### config.mk
export PLATFORM = sky130hd
export DESIGN_NAME = inv_mix_columns_seq
export DESIGN_NICKNAME = d
export VERILOG_FILES = /design/src/rtl/inv_mix_columns_seq.sv
export SDC_FILE = /design/constraint.sdc
export NUM_CORES = 1
export LEC_CHECK = 0
export ABC_AREA = 1
export CAP_MARGIN = 20
export CORE_ASPECT_RATIO = 1.75
export CORE_MARGIN = 4
export CORE_UTILIZATION = 25
export CTS_BUF_LIST = sky130_fd_sc_hd__clkbuf_4
export CTS_CLUSTER_DIAMETER = 200
export DETAILED_ROUTE_END_ITERATION = 6
export PLACE_DENSITY = 0.43
export SLEW_MARGIN = 20
export SYNTH_ARGS = -nofsm -noshare
export SYNTH_HDL_FRONTEND = slang
export SYNTH_SLANG_ARGS = --single-unit
### constraint.sdc
create_clock -name clk -period 5 [get_ports clk]
set_input_delay 0.5 -clock clk [delete_from_list [all_inputs] [get_ports clk]]
set_output_delay 0.5 -clock clk [all_outputs]
set_load 0.02 [all_outputs]
### src/rtl/inv_mix_columns_seq.sv
// Iterative AES InvMixColumns engine for the inverse round datapath.
// A captured 128-bit state is transformed COLS_PER_CYCLE columns per clock
// and the result is held until the consumer takes it.
//
// state | meaning
// ------+----------------------------------------------------------
// IDLE  | waiting for a state; in_ready=1
// BUSY  | transforming columns from the captured register
// DONE  | result valid on out_data; held until out_ready
module inv_mix_columns_seq #(
   parameter int COLS_PER_CYCLE = 1
) (
   input  logic         clk,
   input  logic         rst,
   input  logic         in_valid,
   output logic         in_ready,
   input  logic [127:0] in_data,
   output logic         out_valid,
   input  logic         out_ready,
   output logic [127:0] out_data
);

   localparam int         N    = 4 / COLS_PER_CYCLE;
   localparam logic [1:0] LAST = 2'(N - 1);

   if (COLS_PER_CYCLE != 1 && COLS_PER_CYCLE != 2 && COLS_PER_CYCLE != 4) begin : g_bad_cols
      $error("inv_mix_columns_seq: COLS_PER_CYCLE must be 1, 2 or 4");
   end

   typedef enum logic [1:0] {IDLE, BUSY, DONE} state_t;

   state_t           state_q;
   state_t           state_d;
   logic [1:0]       cnt_q;
   // Packed [0:3] puts column 0 at the MSB end, matching the bus layout.
   logic [0:3][31:0] src_q;
   logic [0:3][31:0] out_q;
   logic [0:3][31:0] out_d;
   logic [1:0]       lane_idx [COLS_PER_CYCLE];

   function automatic logic [7:0] xtime(input logic [7:0] v);
      return {v[6:0], 1'b0} ^ (v[7] ? 8'h1b : 8'h00);
   endfunction

   // k selects which of a, 2a, 4a, 8a are summed (09, 0b, 0d, 0e all fit).
   function automatic logic [7:0] gmul(input logic [7:0] a, input logic [3:0] k);
      logic [7:0] x2;
      logic [7:0] x4;
      logic [7:0] x8;
      x2 = xtime(a);
      x4 = xtime(x2);
      x8 = xtime(x4);
      return ({8{k[3]}} & x8) ^ ({8{k[2]}} & x4) ^ ({8{k[1]}} & x2) ^ ({8{k[0]}} & a);
   endfunction

   function automatic logic [31:0] inv_col(input logic [31:0] c);
      logic [7:0] a0;
      logic [7:0] a1;
      logic [7:0] a2;
      logic [7:0] a3;
      a0 = c[31:24];
      a1 = c[23:16];
      a2 = c[15:8];
      a3 = c[7:0];
      return {gmul(a0, 4'he) ^ gmul(a1, 4'hb) ^ gmul(a2, 4'hd) ^ gmul(a3, 4'h9),
              gmul(a0, 4'h9) ^ gmul(a1, 4'he) ^ gmul(a2, 4'hb) ^ gmul(a3, 4'hd),
              gmul(a0, 4'hd) ^ gmul(a1, 4'h9) ^ gmul(a2, 4'he) ^ gmul(a3, 4'hb),
              gmul(a0, 4'hb) ^ gmul(a1, 4'hd) ^ gmul(a2, 4'h9) ^ gmul(a3, 4'he)};
   endfunction

   // Column handled by each lane this iteration; wraps naturally in 2 bits.
   for (genvar k = 0; k < COLS_PER_CYCLE; k++) begin : g_lane
      assign lane_idx[k] = cnt_q * 2'(COLS_PER_CYCLE) + 2'(k);
   end

   // Merge this iteration's transformed columns into the result image.
   always_comb begin
      out_d = out_q;
      for (int k = 0; k < COLS_PER_CYCLE; k++) begin
         out_d[lane_idx[k]] = inv_col(src_q[lane_idx[k]]);
      end
   end

   // FSM state register.
   always_ff @(posedge clk) begin
      if (rst) begin
         state_q <= IDLE;
      end else begin
         state_q <= state_d;
      end
   end

   // Next-state and handshake outputs.
   always_comb begin
      state_d   = state_q;
      in_ready  = 1'b0;
      out_valid = 1'b0;
      case (state_q)
         IDLE: begin
            in_ready = 1'b1;
            if (in_valid) state_d = BUSY;
         end
         BUSY: begin
            if (cnt_q == LAST) state_d = DONE;
         end
         DONE: begin
            out_valid = 1'b1;
            if (out_ready) state_d = IDLE;
         end
         default: state_d = IDLE;
      endcase
   end

   // Capture register, iteration counter and result register.
   always_ff @(posedge clk) begin
      if (rst) begin
         cnt_q <= '0;
         src_q <= '0;
         out_q <= '0;
      end else if (state_q == IDLE && in_valid) begin
         src_q <= in_data;
         cnt_q <= '0;
      end else if (state_q == BUSY) begin
         out_q <= out_d;
         cnt_q <= cnt_q + 2'd1;
      end
   end

   assign out_data = out_q;

endmodule

==> run summary, run 1 <==
most instantiated cells after synthesis -> nand2_1, dfxtp_1, nor2_1
proportion of layout cells with a drive suffix above 1 -> 9.40%
Fill cells -> 6165
combinational share of power -> 41.3%
most frequent CP cell -> nand2_1
top-level I/O count -> 262
mapped cell area -> 0.0143 sq mm
Worst-Skew Late Latency -> 0.77 ns
crit path cell chain -> buf_4 > o21ai_0 > nand2_1 > nand2_1 > inv_1 > nand2_1 > nand2_1 > nand3_1 > nand2_2 > xor2_1 > xor2_1 > a21oi_1
Synthesis Warnings -> 0
Top FF cell, synth -> dfxtp_1
Critical path buffers and inverters -> 2
H-tree Lvls -> 3
multiplexer share of the synthesized area -> 0%
DRC viols -> 0
#FFs+latches synth -> 260
Worst EP required -> 5.58 ns
setup bufs post-CTS -> 0
Routed WL -> 59.6 mm
post-synthesis xor/xnor area fraction -> 8.10%
Async S/R FF share, synth -> 0%
Post-DRT Antenna Nets -> 0
routed vias -> 14300
area leader, netlist -> dfxtp_1
count leader, synth -> nand2_1
delay-heaviest family, CP -> simple AND/OR/NAND/NOR gates
grt ovf -> 0
CTS Root Cell -> clkbuf_4
max incr delay on CP -> 0.65 ns
clock sink count -> 260
count of buffers from port buffering -> 261
core area -> 0.0565 sq mm
sequential share of the synthesized area -> 36.3%
chip height -> 325 microns
gp weighted congestion -> 0.909
ranking of synthesized cells by area -> dfxtp_1, nand2_1, o21ai_0
number of CTS-inserted buffers -> 70
syn_nets -> 2282
CP startpoint -> cnt_q[0]
DR iter-0 viols -> 697
number of distinct library cells after synthesis -> 37
global-route usage over all layers -> 18.6%
Avg Cell Area, Syn -> 6.68 sq um
CP endpoint kind -> register
max-slew violation count -> 0
CP max-delay cell -> xor2_1
Via density -> 4.47
Sequential Power Share -> 31.3%
status -> completed
fmax -> 249 MHz
adder-cell share of the synthesized area -> 0.349%
Die W -> 189 microns
Reg clk slew, reported paths -> 0.06 ns
Post-Route Skew -> 0.0546 ns
largest family of logic cells by synthesized area -> simple AND/OR/NAND/NOR gates
die area -> 0.0614 sq mm
Tmin final -> 4.01 ns
Worst-Margin Slew -> 0.950 ns
complex-gate fraction of the synthesized area -> 13.4%
final hold violation count -> 0
row cnt -> 115
pin count of the biggest net entering global routing -> 126
Post-synth EDFFs -> 0
Avg WL per Cell -> 18.6 microns
unrepaired setup endpoints after global routing -> no
pre-CTS WS -> 1.06 ns
first-pass GRT wire length -> 87.3 mm
Sw Ratio -> 42.7%
Max-Cap Viols -> 0
Synth top area share -> 36.3%
PwrDens -> 399 mW/mm^2
startpoint types -> register
maximum clock path buffer count -> 3
clock power share -> 27.4%
Leak -> 8.46 nW
starting density of the core -> 25.4%
Crit Path Class -> register to register
hold crit path type -> input port to register
count of final setup violators -> 0
number of global-route vias before repair -> 14000
Area Growth Syn to Fin -> 28.8%
CTS tree -> done
Final Cycle Share -> 80.2%
RR Startpoint -> cnt_q[0]
Gates resized, CTS repair -> 0
initial antenna violation count -> 2
Setup TNS -> 0 ns
Post-Synth Simple-Gate Area -> 33.7%
crit-path max FO -> 73
Worst Path Arrival -> 4.59 ns
Pint -> 4.22 mW
Post-DP HPWL -> 46.9 mm
drt first pass iters -> 7
Max IR drop VDD -> 0.146 mV
Slew HR -> 36.5%
min-delay src -> in_data[56]
nets@finish -> 2523
Final WS setup -> 0.989 ns
cells after synthesis -> 2146
Sw Pwr -> 3.14 mW
Hold Buf Count CTS -> 0
[layout by cell type, fill, tap and decap left out, types with 3 or more instances in the layout]
master | synthesis | final
or2_1 | 7 | 7
o21bai_1 | 4 | 4
o21a_1 | 64 | 64
xor2_1 | 73 | 73
nor2_1 | 237 | 236
clkdlybuf4s50_1 | 0 | 261
buf_12 | 0 | 3
clkinv_1 | 1 | 12
xor2_2 | 5 | 5
bufinv_16 | 0 | 3
nand2_1 | 637 | 636
dfxtp_1 | 260 | 258
ha_1 | 4 | 4
a21oi_1 | 77 | 77
inv_2 | 19 | 20
nand3b_1 | 7 | 7
nand2_2 | 39 | 39
nand3_1 | 184 | 184
buf_4 | 7 | 9
nand3_2 | 13 | 13
nand2_4 | 12 | 13
o21ai_0 | 196 | 196
inv_1 | 150 | 149
xnor2_2 | 7 | 7
clkinv_2 | 0 | 3
clkbuf_4 | 0 | 100
xnor2_1 | 31 | 31
[registers in the layout (all words and copies together) (netlist names)]
register and count:
cnt_q 2, out_data 128, src_q 128, state_q 2
[cell families (layout without fill, tap and decap cells)]
| group | Yosys count | count (layout) |
|---|---|---|
| and+or+nand+nor | 1140 | 1140 |
| AOI/OAI and AO/OA | 348 | 348 |
| buffers and inverters | 276 | 565 |
| DFF | 260 | 260 |
| xor gates and xnor gates | 118 | 118 |
| adders and majority gates | 4 | 4 |
| other | 0 | 2 |
[power by group through the flow]
stage                     Clock [mW]  Combinational (mW)  Sequential [mW]
after global placement             0                3.07             2.35
final                           2.02                3.04             2.30
after floorplan                    0                1.88             2.38
after CTS                       2.13                3.09             2.30
after detailed placement           0                3.08             2.35
after global routing            2.22                3.35             2.32
[worst min-delay path: cells and delay by family]
family / cells / cell delay (ns)
AOI/OAI and AO/OA: 1 / 0.07
buffers and inverters: 1 / 0.45
and+or+nand+nor: 1 / 0.08
[area by class of cell]
| cell class | count | area [sq um] | share of cell area, % |
|---|---|---|---|
| clock inverter | 20 | 164 | 0.888 |
| tap | 760 | 951 | 5.15 |
| clock buffer | 100 | 751 | 4.07 |
| timing repair buffer | 273 | 2740 | 14.8 |
| sequential | 260 | 5210 | 28.2 |
| multi-input combinational | 1610 | 7990 | 43.3 |
| antenna | 2 | 5.00 | 0.0271 |
| inverter | 172 | 657 | 3.56 |
[worst paths after layout]
kind,slack (ns),endpoint,cells past startpoint
setup reg to reg,0.99,out_data[41],12
setup / recovery,0.99,out_data[41],12
hold / removal,0.37,src_q[56],3
hold reg to reg,0.47,src_q[49],2
[routing by layer]
layer | track usage, % | part of all wire, % | vias up
li1 | - | - | 7317
met2 | 36.1 | 54 | 371
met5 | 0 | 0 | -
met4 | 7.45 | 3.8 | 0
met3 | 3.14 | 4.2 | 94
met1 | 19.7 | 38 | 6495
[metrics by stage]
stage          cells  total power, mW  utilization [%]  instance area (sq um)  hold slack [ns]
2_1_floorplan   2146             4.27                -                  14300            0.424
3_3_place_gp    3074             5.42             31.0                  17500            0.458
3_5_place_dp    3075             5.44             31.0                  17500            0.463
4_1_cts         3195             7.53             32.6                  18500            0.283
5_1_grt         3197             7.89             32.7                  18500            0.308
6_report        3197             7.36             32.7                  18500            0.370
(Power assumes the default switching activity.)
==> inputs of run 2 (changes only) <==
==> constraint.sdc (replaced) <==
create_clock -name clk -period 3.71 [get_ports clk]
set_input_delay 0.371 -clock clk [delete_from_list [all_inputs] [get_ports clk]]
set_output_delay 0.371 -clock clk [all_outputs]
set_load 0.02 [all_outputs]
==> run 2 against run 1 <==
Flip-flop and latch count is the same. Utilization grew 0.24 points. Sequential power grew 35%. First-iteration DRC count shrank 19%. Design area grew 0.75%. Register-to-register slack lost 0.60 ns. Cell count grew 0.47%. Maximum frequency grew 21%. Die area is the same. Critical endpoint is now out_data[105]. Highest routed layer unchanged.
==> run summary, run 2 (synthesis results as in run 1) <==
Worst-Margin Slew -> 0.904 ns
pin count of the biggest net entering global routing -> 145
H-tree Lvls -> 3
Via density -> 4.47
Critical path buffers and inverters -> 2
CP max-delay cell -> xor2_1
Worst Path Arrival -> 3.91 ns
Setup TNS -> 0 ns
CTS tree -> done
Post-Layout Cell Count -> 3212
Inst Count DP -> 3088
routed vias -> 14400
max incr delay on CP -> 0.55 ns
count of final setup violators -> 0
starting density of the core -> 25.4%
first-pass GRT wire length -> 89.2 mm
Crit Path Class -> register to register
proportion of layout cells with a drive suffix above 1 -> 9.92%
Die W -> 189 microns
chip height -> 325 microns
hold crit path type -> input port to register
PwrDens -> 525 mW/mm^2
most frequent CP cell -> nand2_1
core area -> 0.0565 sq mm
nets@finish -> 2536
row cnt -> 115
startpoint types -> register
CTS Root Cell -> clkbuf_4
Gates resized, CTS repair -> 0
crit-path max FO -> 41
initial antenna violation count -> 2
Avg WL per Cell -> 18.7 microns
number of CTS-inserted buffers -> 70
Post-DP HPWL -> 47.7 mm
setup bufs post-CTS -> 0
drt first pass iters -> 5
crit path cell chain -> buf_12 > o21ai_0 > nand2_1 > nand2_1 > inv_1 > nand2_1 > nand2_1 > nand3_1 > nand2_2 > xor2_1 > xor2_1 > a21oi_1
Reg clk slew, reported paths -> 0.06 ns
Max IR drop VDD -> 0.159 mV
gp weighted congestion -> 0.926
clock sink count -> 260
Post-Route Skew -> 0.0550 ns
maximum clock path buffer count -> 3
Routed WL -> 60.0 mm
die area -> 0.0614 sq mm
Slew HR -> 39.7%
top-level I/O count -> 262
Tmin final -> 3.32 ns
max-slew violation count -> 0
delay-heaviest family, CP -> simple AND/OR/NAND/NOR gates
Post-DRT Antenna Nets -> 0
DR iter-0 viols -> 568
DRC viols -> 0
Hold Buf Count CTS -> 0
number of global-route vias before repair -> 14500
Area Growth Syn to Fin -> 29.7%
Worst EP required -> 4.30 ns
Final Cycle Share -> 89.4%
most frequent cells in the layout -> nand2_1, clkdlybuf4s50_1, dfxtp_1
global-route usage over all layers -> 19.0%
grt ovf -> 0
status -> completed
Worst-Skew Late Latency -> 0.78 ns
unrepaired setup endpoints after global routing -> no
commonest non-fill, non-tap cell in the layout -> nand2_1
Max-Cap Viols -> 0
Leak -> 8.53 nW
CP endpoint kind -> register
final hold violation count -> 0
fmax -> 301 MHz
count of buffers from port buffering -> 261
run 2: metrics by stage:
stage	total power, mW	setup WS, ns	hold slack (ns)	instance area [sq um]	util (%)
floorplan	5.75	1.59	0.424	14300	-
global placement	7.31	0.334	0.446	17700	31.3
detailed placement	7.32	0.278	0.449	17700	31.3
CTS	9.98	0.227	0.157	18600	32.9
global route	10.5	0.130	0.213	18600	32.9
finish	9.76	0.392	0.239	18600	32.9
run 2: final timing paths:
check          startpoint            end  slack [ns]  cells past startpoint
min          in_data[107]     src_q[107]        0.24                      3
min reg2reg     src_q[97]      src_q[97]        0.46                      2
max              cnt_q[0]  out_data[105]        0.39                     12
max reg2reg      cnt_q[0]  out_data[105]        0.39                     12
run 2: layout make-up:
| type | count | area [sq um] |
|---|---|---|
| Clock buffer | 101 | 758 |
| Sequential cell | 260 | 5210 |
| Tap cell | 760 | 951 |
| Timing Repair Buffer | 286 | 2910 |
| Clock inverter | 21 | 121 |
| Inverter | 172 | 657 |
| Multi-Input combinational cell | 1610 | 7990 |
| Fill cell | 6313 | 37900 |
| Antenna cell | 2 | 5.00 |
run 2: report_power, final:
| part | internal (mW) | switching, mW |
|---|---|---|
| Clock | 1.32 | 1.26 |
| Sequential | 2.99 | 0.127 |
| Combinational | 1.28 | 2.79 |
| Total | 5.59 | 4.17 |
run 2: metal layers:
metal | global-route usage (%) | share of wire (%) | vias to the layer above
li1 | - | - | 7354
met1 | 19.8 | 38 | 6553
met2 | 37.3 | 54 | 362
met3 | 2.75 | 3.6 | 93
met4 | 8.12 | 4.1 | 0
met5 | 0 | 0 | -
run 2: worst min-delay path, stage by stage:
cell and delay, ns:
clkdlybuf4s50_1 0.39, o21ai_0 0.16, nor2_1 0.04
==> inputs of run 3 (changes only) <==
--- a/config.mk
+++ b/config.mk
@@ -6,7 +6,7 @@
 export NUM_CORES = 1
 export LEC_CHECK = 0
 export ABC_AREA = 1
-export CAP_MARGIN = 20
+export CAP_MARGIN = 0
 export CORE_ASPECT_RATIO = 1.75
 export CORE_MARGIN = 4
 export CORE_UTILIZATION = 25
==> results of run 3 <==
The final DEF is identical to that of run 2; final timing and power are the same.
